<file path="src/rtl/instruction_decode.sv">
// ID stage of the TP4 MIPS core: decode, register file, branch/jump resolution and hazard stalls.
// Define ID_BRANCH_FWD_EN to forward the EX/MEM ALU result to branch/jr sources without a stall.
module instruction_decode #(
  parameter int unsigned len     = 32,
  parameter int unsigned NB_ADDR = 5
) (
  input  logic               clk,
  input  logic               reset,
  input  logic [31:0]        in_instruction,
  input  logic [len-1:0]     in_pc_branch,
  input  logic               in_wb_reg_write,
  input  logic [NB_ADDR-1:0] in_wb_addr,
  input  logic [len-1:0]     in_wb_data,
  input  logic               in_mem_reg_write,
  input  logic               in_mem_mem_to_reg,
  input  logic [NB_ADDR-1:0] in_mem_addr,
  input  logic [len-1:0]     in_mem_alu_result,
  output logic [2:0]         out_pc_src,
  output logic [len-1:0]     out_pc_branch,
  output logic [len-1:0]     out_pc_jump,
  output logic [len-1:0]     out_pc_register,
  output logic               out_pc_enable,
  output logic [len-1:0]     out_rs_data,
  output logic [len-1:0]     out_rt_data,
  output logic [len-1:0]     out_imm,
  output logic [4:0]         out_shamt,
  output logic [NB_ADDR-1:0] out_rs,
  output logic [NB_ADDR-1:0] out_rt,
  output logic [NB_ADDR-1:0] out_dest,
  output logic [3:0]         out_alu_op,
  output logic               out_alu_src,
  output logic               out_mem_read,
  output logic               out_mem_write,
  output logic               out_mem_to_reg,
  output logic               out_reg_write,
  output logic               out_link,
  output logic [len-1:0]     out_pc_link
);

  localparam int unsigned NumRegs = 2 ** NB_ADDR;

  localparam logic [5:0] OpRtype = 6'h00;
  localparam logic [5:0] OpJ     = 6'h02;
  localparam logic [5:0] OpJal   = 6'h03;
  localparam logic [5:0] OpBeq   = 6'h04;
  localparam logic [5:0] OpBne   = 6'h05;
  localparam logic [5:0] OpAddi  = 6'h08;
  localparam logic [5:0] OpAddiu = 6'h09;
  localparam logic [5:0] OpSlti  = 6'h0a;
  localparam logic [5:0] OpSltiu = 6'h0b;
  localparam logic [5:0] OpAndi  = 6'h0c;
  localparam logic [5:0] OpOri   = 6'h0d;
  localparam logic [5:0] OpXori  = 6'h0e;
  localparam logic [5:0] OpLui   = 6'h0f;
  localparam logic [5:0] OpLw    = 6'h23;
  localparam logic [5:0] OpSw    = 6'h2b;

  localparam logic [5:0] FnSll  = 6'h00;
  localparam logic [5:0] FnSrl  = 6'h02;
  localparam logic [5:0] FnSra  = 6'h03;
  localparam logic [5:0] FnSllv = 6'h04;
  localparam logic [5:0] FnSrlv = 6'h06;
  localparam logic [5:0] FnSrav = 6'h07;
  localparam logic [5:0] FnJr   = 6'h08;
  localparam logic [5:0] FnJalr = 6'h09;
  localparam logic [5:0] FnAdd  = 6'h20;
  localparam logic [5:0] FnAddu = 6'h21;
  localparam logic [5:0] FnSub  = 6'h22;
  localparam logic [5:0] FnSubu = 6'h23;
  localparam logic [5:0] FnAnd  = 6'h24;
  localparam logic [5:0] FnOr   = 6'h25;
  localparam logic [5:0] FnXor  = 6'h26;
  localparam logic [5:0] FnNor  = 6'h27;
  localparam logic [5:0] FnSlt  = 6'h2a;
  localparam logic [5:0] FnSltu = 6'h2b;

  typedef enum logic [3:0] {
    AluAdd, AluSub, AluAnd, AluOr, AluXor, AluNor, AluSlt, AluSltu,
    AluSll, AluSrl, AluSra, AluSllv, AluSrlv, AluSrav, AluLui
  } alu_op_e;

  typedef struct packed {
    logic [len-1:0]     rs_data;
    logic [len-1:0]     rt_data;
    logic [len-1:0]     imm;
    logic [4:0]         shamt;
    logic [NB_ADDR-1:0] rs;
    logic [NB_ADDR-1:0] rt;
    logic [NB_ADDR-1:0] dest;
    alu_op_e            alu_op;
    logic               alu_src;
    logic               mem_read;
    logic               mem_write;
    logic               mem_to_reg;
    logic               reg_write;
    logic               link;
    logic [len-1:0]     pc_link;
  } idex_t;

  idex_t idex_d, idex_q;
  logic [NumRegs-1:0][len-1:0] rf_d, rf_q;

  logic [5:0]         opcode, funct;
  logic [NB_ADDR-1:0] rs, rt, rd, dest;
  logic [15:0]        imm16;
  logic [len-1:0]     imm_sext, imm_ext;
  logic [len-1:0]     rs_val, rt_val, br_rs_val, br_rt_val;
  alu_op_e            alu_op;
  logic ctl_reg_write, ctl_mem_read, ctl_mem_write, ctl_alu_src, ctl_link;
  logic use_rs, use_rt, is_beq, is_bne, is_jump, is_jreg;
  logic mem_hazard, mem_fwd, rs_br_hit, rt_br_hit, ld_use, br_stall, stall, taken;

  assign opcode   = in_instruction[31:26];
  assign rs       = in_instruction[21 +: NB_ADDR];
  assign rt       = in_instruction[16 +: NB_ADDR];
  assign rd       = in_instruction[11 +: NB_ADDR];
  assign funct    = in_instruction[5:0];
  assign imm16    = in_instruction[15:0];
  assign imm_sext = {{(len-16){imm16[15]}}, imm16};

  // EX/MEM results that can't reach a branch source this cycle force a stall.
`ifdef ID_BRANCH_FWD_EN
  assign mem_hazard = in_mem_mem_to_reg;
  assign mem_fwd    = in_mem_reg_write & ~in_mem_mem_to_reg;
`else
  assign mem_hazard = in_mem_reg_write | in_mem_mem_to_reg;
  assign mem_fwd    = 1'b0;
`endif

  always_comb begin
    rf_d = rf_q;
    if (in_wb_reg_write && in_wb_addr != '0) rf_d[in_wb_addr] = in_wb_data;
  end

  // Register reads with write-through from the WB port.
  always_comb begin
    rs_val = rf_q[rs];
    rt_val = rf_q[rt];
    if (rs == '0) rs_val = '0;
    else if (in_wb_reg_write && in_wb_addr == rs) rs_val = in_wb_data;
    if (rt == '0) rt_val = '0;
    else if (in_wb_reg_write && in_wb_addr == rt) rt_val = in_wb_data;
    br_rs_val = (mem_fwd && rs != '0 && rs == in_mem_addr) ? in_mem_alu_result : rs_val;
    br_rt_val = (mem_fwd && rt != '0 && rt == in_mem_addr) ? in_mem_alu_result : rt_val;
  end

  always_comb begin
    ctl_reg_write = 1'b0;
    ctl_mem_read  = 1'b0;
    ctl_mem_write = 1'b0;
    ctl_alu_src   = 1'b0;
    ctl_link      = 1'b0;
    alu_op        = AluAdd;
    use_rs        = 1'b0;
    use_rt        = 1'b0;
    is_beq        = 1'b0;
    is_bne        = 1'b0;
    is_jump       = 1'b0;
    is_jreg       = 1'b0;
    dest          = rt;
    imm_ext       = imm_sext;
    case (opcode)
      OpRtype: begin
        dest          = rd;
        use_rs        = 1'b1;
        use_rt        = 1'b1;
        ctl_reg_write = 1'b1;
        case (funct)
          FnSll:         begin alu_op = AluSll; use_rs = 1'b0; end
          FnSrl:         begin alu_op = AluSrl; use_rs = 1'b0; end
          FnSra:         begin alu_op = AluSra; use_rs = 1'b0; end
          FnSllv:        alu_op = AluSllv;
          FnSrlv:        alu_op = AluSrlv;
          FnSrav:        alu_op = AluSrav;
          FnJr:          begin is_jreg = 1'b1; use_rt = 1'b0; ctl_reg_write = 1'b0; end
          FnJalr:        begin is_jreg = 1'b1; use_rt = 1'b0; ctl_link = 1'b1; end
          FnAdd, FnAddu: alu_op = AluAdd;
          FnSub, FnSubu: alu_op = AluSub;
          FnAnd:         alu_op = AluAnd;
          FnOr:          alu_op = AluOr;
          FnXor:         alu_op = AluXor;
          FnNor:         alu_op = AluNor;
          FnSlt:         alu_op = AluSlt;
          FnSltu:        alu_op = AluSltu;
          default:       begin ctl_reg_write = 1'b0; use_rs = 1'b0; use_rt = 1'b0; end
        endcase
      end
      OpJ:     is_jump = 1'b1;
      OpJal:   begin is_jump = 1'b1; ctl_link = 1'b1; ctl_reg_write = 1'b1; dest = '1; end
      OpBeq:   begin is_beq = 1'b1; use_rs = 1'b1; use_rt = 1'b1; alu_op = AluSub; end
      OpBne:   begin is_bne = 1'b1; use_rs = 1'b1; use_rt = 1'b1; alu_op = AluSub; end
      OpAddi, OpAddiu: begin
        use_rs = 1'b1; ctl_alu_src = 1'b1; ctl_reg_write = 1'b1;
      end
      OpSlti:  begin use_rs = 1'b1; ctl_alu_src = 1'b1; ctl_reg_write = 1'b1; alu_op = AluSlt; end
      OpSltiu: begin use_rs = 1'b1; ctl_alu_src = 1'b1; ctl_reg_write = 1'b1; alu_op = AluSltu; end
      OpAndi, OpOri, OpXori: begin
        use_rs        = 1'b1;
        ctl_alu_src   = 1'b1;
        ctl_reg_write = 1'b1;
        imm_ext       = {{(len-16){1'b0}}, imm16};
        alu_op        = (opcode == OpAndi) ? AluAnd : (opcode == OpOri) ? AluOr : AluXor;
      end
      OpLui: begin
        ctl_alu_src = 1'b1; ctl_reg_write = 1'b1; alu_op = AluLui;
        imm_ext     = {imm16, {(len-16){1'b0}}};
      end
      OpLw:    begin use_rs = 1'b1; ctl_alu_src = 1'b1; ctl_reg_write = 1'b1; ctl_mem_read = 1'b1; end
      OpSw:    begin use_rs = 1'b1; use_rt = 1'b1; ctl_alu_src = 1'b1; ctl_mem_write = 1'b1; end
      default: ;
    endcase
  end

  always_comb begin
    ld_use = idex_q.mem_read && idex_q.dest != '0 &&
             ((use_rs && rs == idex_q.dest) || (use_rt && rt == idex_q.dest));
    rs_br_hit = (rs != '0) && ((idex_q.reg_write && rs == idex_q.dest) ||
                               (mem_hazard && rs == in_mem_addr));
    rt_br_hit = (rt != '0) && ((idex_q.reg_write && rt == idex_q.dest) ||
                               (mem_hazard && rt == in_mem_addr));
    br_stall = ((is_beq || is_bne || is_jreg) && rs_br_hit) || ((is_beq || is_bne) && rt_br_hit);
    stall    = ld_use || br_stall;
    taken    = (is_beq && br_rs_val == br_rt_val) || (is_bne && br_rs_val != br_rt_val);
  end

  // Redirect outputs are forced idle while reset is held.
  always_comb begin
    out_pc_enable   = 1'b1;
    out_pc_src      = 3'b000;
    out_pc_branch   = '0;
    out_pc_jump     = '0;
    out_pc_register = '0;
    if (reset) begin
      out_pc_branch   = in_pc_branch + imm_sext;
      out_pc_jump     = {in_pc_branch[len-1:26], in_instruction[25:0]};
      out_pc_register = br_rs_val;
      if (stall)        out_pc_enable = 1'b0;
      else if (taken)   out_pc_src    = 3'b001;
      else if (is_jump) out_pc_src    = 3'b011;
      else if (is_jreg) out_pc_src    = 3'b101;
    end
  end

  always_comb begin
    idex_d = '0;
    if (!stall) begin
      idex_d.rs_data    = rs_val;
      idex_d.rt_data    = rt_val;
      idex_d.imm        = imm_ext;
      idex_d.shamt      = in_instruction[10:6];
      idex_d.rs         = rs;
      idex_d.rt         = rt;
      idex_d.dest       = dest;
      idex_d.alu_op     = alu_op;
      idex_d.alu_src    = ctl_alu_src;
      idex_d.mem_read   = ctl_mem_read;
      idex_d.mem_write  = ctl_mem_write;
      idex_d.mem_to_reg = ctl_mem_read;
      idex_d.reg_write  = ctl_reg_write && dest != '0;
      idex_d.link       = ctl_link;
      idex_d.pc_link    = ctl_link ? in_pc_branch : '0;
    end
  end

  always_ff @(posedge clk or negedge reset) begin
    if (!reset) begin
      idex_q <= '0;
      rf_q   <= '0;
    end else begin
      idex_q <= idex_d;
      rf_q   <= rf_d;
    end
  end

  assign out_rs_data    = idex_q.rs_data;
  assign out_rt_data    = idex_q.rt_data;
  assign out_imm        = idex_q.imm;
  assign out_shamt      = idex_q.shamt;
  assign out_rs         = idex_q.rs;
  assign out_rt         = idex_q.rt;
  assign out_dest       = idex_q.dest;
  assign out_alu_op     = idex_q.alu_op;
  assign out_alu_src    = idex_q.alu_src;
  assign out_mem_read   = idex_q.mem_read;
  assign out_mem_write  = idex_q.mem_write;
  assign out_mem_to_reg = idex_q.mem_to_reg;
  assign out_reg_write  = idex_q.reg_write;
  assign out_link       = idex_q.link;
  assign out_pc_link    = idex_q.pc_link;

endmodule
</file>
<file path="config.mk">
export PLATFORM = sky130hd
export DESIGN_NAME = instruction_decode
export DESIGN_NICKNAME = d
export VERILOG_FILES = /design/src/rtl/instruction_decode.sv
export SDC_FILE = /design/constraint.sdc
export NUM_CORES = 2
export LEC_CHECK = 0
export ABC_AREA = 0
export CORE_ASPECT_RATIO = 0.6
export CORE_MARGIN = 4
export CORE_UTILIZATION = 39
export CTS_CLUSTER_SIZE = 10
export DETAILED_ROUTE_END_ITERATION = 7
export GPL_ROUTABILITY_DRIVEN = 1
export PLACE_DENSITY = 0.52
export SLEW_MARGIN = 20
export SYNTH_ARGS = -nofsm -noshare
export SYNTH_HDL_FRONTEND = slang
export SYNTH_SLANG_ARGS = --single-unit
</file>
<file path="constraint.sdc">
create_clock -name clk -period 20 [get_ports clk]
set_clock_uncertainty 0.15 [all_clocks]
set_input_delay 6 -clock clk [delete_from_list [all_inputs] [get_ports clk]]
set_output_delay 6 -clock clk [all_outputs]
set_load 0.005 [all_outputs]
</file>
==> parameters.txt <==
Parameter                              Value

Routing
  ANT nets after route ... 0
  Via Count ... 45.1k
  Count of unresolved DRC violations after routing ... 0
  Overall routed net length ... 260000 um
  First-iteration detailed-routing DRC count ... 5335
  Post-DR vias/cell ... 6.45
  Routed wirelength normalized by instance count ... 37.2 um
  Number of optimization iterations in the first detailed-route pass ... 5

Layout
  Most common cell after layout, fill and taps aside ... sky130_fd_sc_hd__dfrtp_1
  Filler cell count ... around 14k
  Growth of design area from synthesis to finish ... 15.6%
  Count of nets after finishing ... 4986
  Post-route cell area ... 73200 sq um
  Leading cell types in the layout, fill and taps excluded ... sky130_fd_sc_hd__dfrtp_1, sky130_fd_sc_hd__mux2_2, sky130_fd_sc_hd__mux4_2
  Proportion of layout cells with a drive suffix above 1 ... 0.392

CTS
  TritonCTS buffer count ... 146
  Clock slew seen by the registers of the worst setup and hold paths ... 0.05 ns
  Count of cells resized by post-cts repair ... 0
  Cell at the root of the clock tree ... sky130_fd_sc_hd__clkbuf_16
  CTS Sinks ... 1181
  Clock tree from TritonCTS ... done
  Hold buffer count at CTS ... 0
  Insertion delay of the later-clocked pin in the worst-skew pair ... 0.81 ns
  Buffer count from post-CTS setup fixing ... 0
  H-tree depth ... 4
  Clock tree buffer depth ... 4

Power and ir drop
  Total power of the final layout ... between 7 and 8 mW
  Power density relative to cell area ... 97.4 nW/um^2
  IR Drop Worst-Case VDD ... 64.8 uV
  Cell leakage power ... 31.3 nW

Yosys
  Top-area cell type share of the netlist area ... 0.467
  Library cells used by synthesis ... 83
  Synth Register Bits ... 1181
  Part of the Yosys area used for sequential elements ... 0.467
  Area of the mapped netlist ... 63300 sq um
  Top cells by area, synth ... sky130_fd_sc_hd__dfrtp_1, sky130_fd_sc_hd__mux2_2, sky130_fd_sc_hd__mux4_2
  Cell taking the most area after synthesis ... sky130_fd_sc_hd__dfrtp_1
  Async set or reset register ratio after synthesis ... 1.00
  Yosys warning count ... 0
  Average cell area after synthesis ... 13.8 sq um
  Dominant register cell in the synthesized netlist ... sky130_fd_sc_hd__dfrtp_1
  Syn Nets ... 4749
  Number of standard cells after synthesis ... 4574
  Number of synthesized flops with an enable pin ... 0

Timing
  Count of endpoints failing setup in the final report ... 0
  Smallest hold slack ... 0.244 ns
  Tightest slew margin relative to the limit ... 0.220
  Slew Limit Fails ... 0
  Final hold viol count ... 0
  Minimum clock period after layout ... 18.34 ns
  Actual transition at the worst max-transition pin ... 1.17 ns
  Total Neg Setup Slack ... 0 ns
  Highest Clock Rate ... 54.5 MHz
  Setup repair after global routing missed its margin ... no
  Share of the clock period used by the worst path ... 0.917

Place
  Placed wire-length estimate ... 166000 um
  # port buffers ... 368
  Post-Place Cell Area ... slightly below 70000 sq um
  Weighted congestion reported at the end of routability-driven placement ... around 0.86

Floorplanning
  Die width ... 528 um
  Initial core utilization ... 0.393
  Total number of placement rows ... 114
  I/O Pins ... 401
  Area enclosed by the die boundary ... 169000 sq um
  Floorplan die height ... 320 um
  Area inside the core boundary ... 161000 sq um

Critical path
  WP data arrival ... 12.19 ns
  Kind of cell adding the most delay to the critical path ... simple AND/OR/NAND/NOR gates
  Worst Path Max Fanout ... 22
  Endpoint class of the critical path ... primary output
  Worst path max stage delay ... 0.90 ns
  Critical Path Source Type ... input pin
  Worst path bufs/invs ... 3
  Crit path max-delay cell type ... sky130_fd_sc_hd__nor4_1
  Most frequent CP cell ... sky130_fd_sc_hd__or4_1
  Worst endpoint required time ... 13.85 ns
  Critical-path cell list ... buf_2 > buf_4 > or3b_2 > o22ai_1 > nor4_1 > a22oi_1 > xor2_1 > or4_1 > or4_1 > or4b_1 > nand3_1 > clkdlybuf4s50_1
  WS Path Type ... input pin to primary output

Status
  Result of the run ... finished clean

GRT
  Total routing usage reported by global routing ... 0.303
  Initial antenna violation count ... 20
  Global routing usage on met1 ... 0.453
  Via count of the first global-routing pass ... 44.4k
  Routing layer with the top usage in global route ... met1
  First-pass GRT wire length ... 362000 um
  Global-route congestion overflow total ... 0
  Maximum number of pins on one net before global-route repair ... 152
  M3 GR Usage ... 0.112
  Met2 track utilization from global routing ... 0.409

Flow run
  MaxCap Viol Count ... 0

Worst hold path
  Worst min path class ... flip-flop to flip-flop
-- state kept, by name (all words and copies together), names as in the netlist --
signal and flops:
out_rs 5, out_link 1, out_reg_write 1, out_rt_data 32, out_mem_read 1, out_rt 5, out_mem_write 1, out_shamt 5
out_rs_data 32, out_alu_op 4, out_pc_link 32, out_dest 5, out_alu_src 1, out_imm 32, rf_q 1024
-- path summary, 6_finish.rpt --
kind                                  end  slack [ns]                from  cells past startpoint
max                         out_pc_src[0]        1.66  in_instruction[24]                     12
min                               rf_q[5]        0.24             rf_q[5]                      0
max reg2reg                out_rt_data[4]       15.83         out_dest[2]                      9
min reg2reg                       rf_q[5]        0.24             rf_q[5]                      0
max in group asynchronous       rf_q[905]       12.33               reset                      4
min in group asynchronous       rf_q[988]        5.03               reset                      1
-- power by group --
| group | switching, mW | internal (mW) |
|---|---|---|
| clock network | 1.03 | 1.35 |
| registers | 0.302 | 2.82 |
| logic | 0.743 | 0.885 |
| total | 2.08 | 5.05 |
-- synthesized netlist by cell type (all sizes together), types with 4 or more instances --
cell type  number
a21oi          92
buf           195
nor2b          29
a31oi          13
a21o           22
a2bb2oi         5
clkbuf        266
nor3b          11
nand2         113
o21ai          60
and3b           5
and3           14
a221oi         38
or3            11
and2           77
nand3b          9
nor2          202
nor4           24
or2             8
or4             5
ha             31
nor3           56
mux2i         150
o22ai          76
nand3          35
mux2         1003
o21bai         11
a211oi         13
and4            6
mux4          473
xnor2          50
a22o           15
or3b            4
a22oi          74
inv            34
a311oi          5
o211ai         23
dfrtp        1181
o21a           15
nand4          17
o31ai           4
xor2           28
a221o           5
nand2b         21
-- per-stage QoR --
stage	utilization	cells	setup WS, ns
floorplan	-	4574	4.76
global route	0.454	6981	1.81
detailed placement	0.430	6809	1.90
global placement	0.430	6808	1.92
finish	0.454	6989	1.66
CTS	0.454	6978	1.89
-- metal layers --
metal / wire, um / vias up
met5: 210 / -
met2: 106000 / 2386
li1: - / 17840
met3: 30600 / 455
met4: 7930 / 12
met1: 116000 / 24359
-- cell families after synthesis --
group / after synthesis / synth area share
xor+xnor: 78 / 0.0108
flops: 1181 / 0.467
compound gates: 509 / 0.0557
buf+inv: 497 / 0.0372
mux: 1626 / 0.371
fa+ha+maj: 32 / 0.00645
simple gates: 651 / 0.0514
-- area by class of cell --
type | count | area (sq um) | share of cell area
diodes | 11 | 27.5 | 0.000376
clock buffers | 162 | 3820 | 0.0522
clock inverters | 7 | 81.3 | 0.00111
inverters | 36 | 136 | 0.00186
multi-input cells | 2896 | 31700 | 0.432
flip-flops and latches | 1181 | 29600 | 0.404
well taps | 2146 | 2690 | 0.0367
repair buffers | 550 | 5230 | 0.0715
Note: power is estimated with default switching activity, not from simulation.
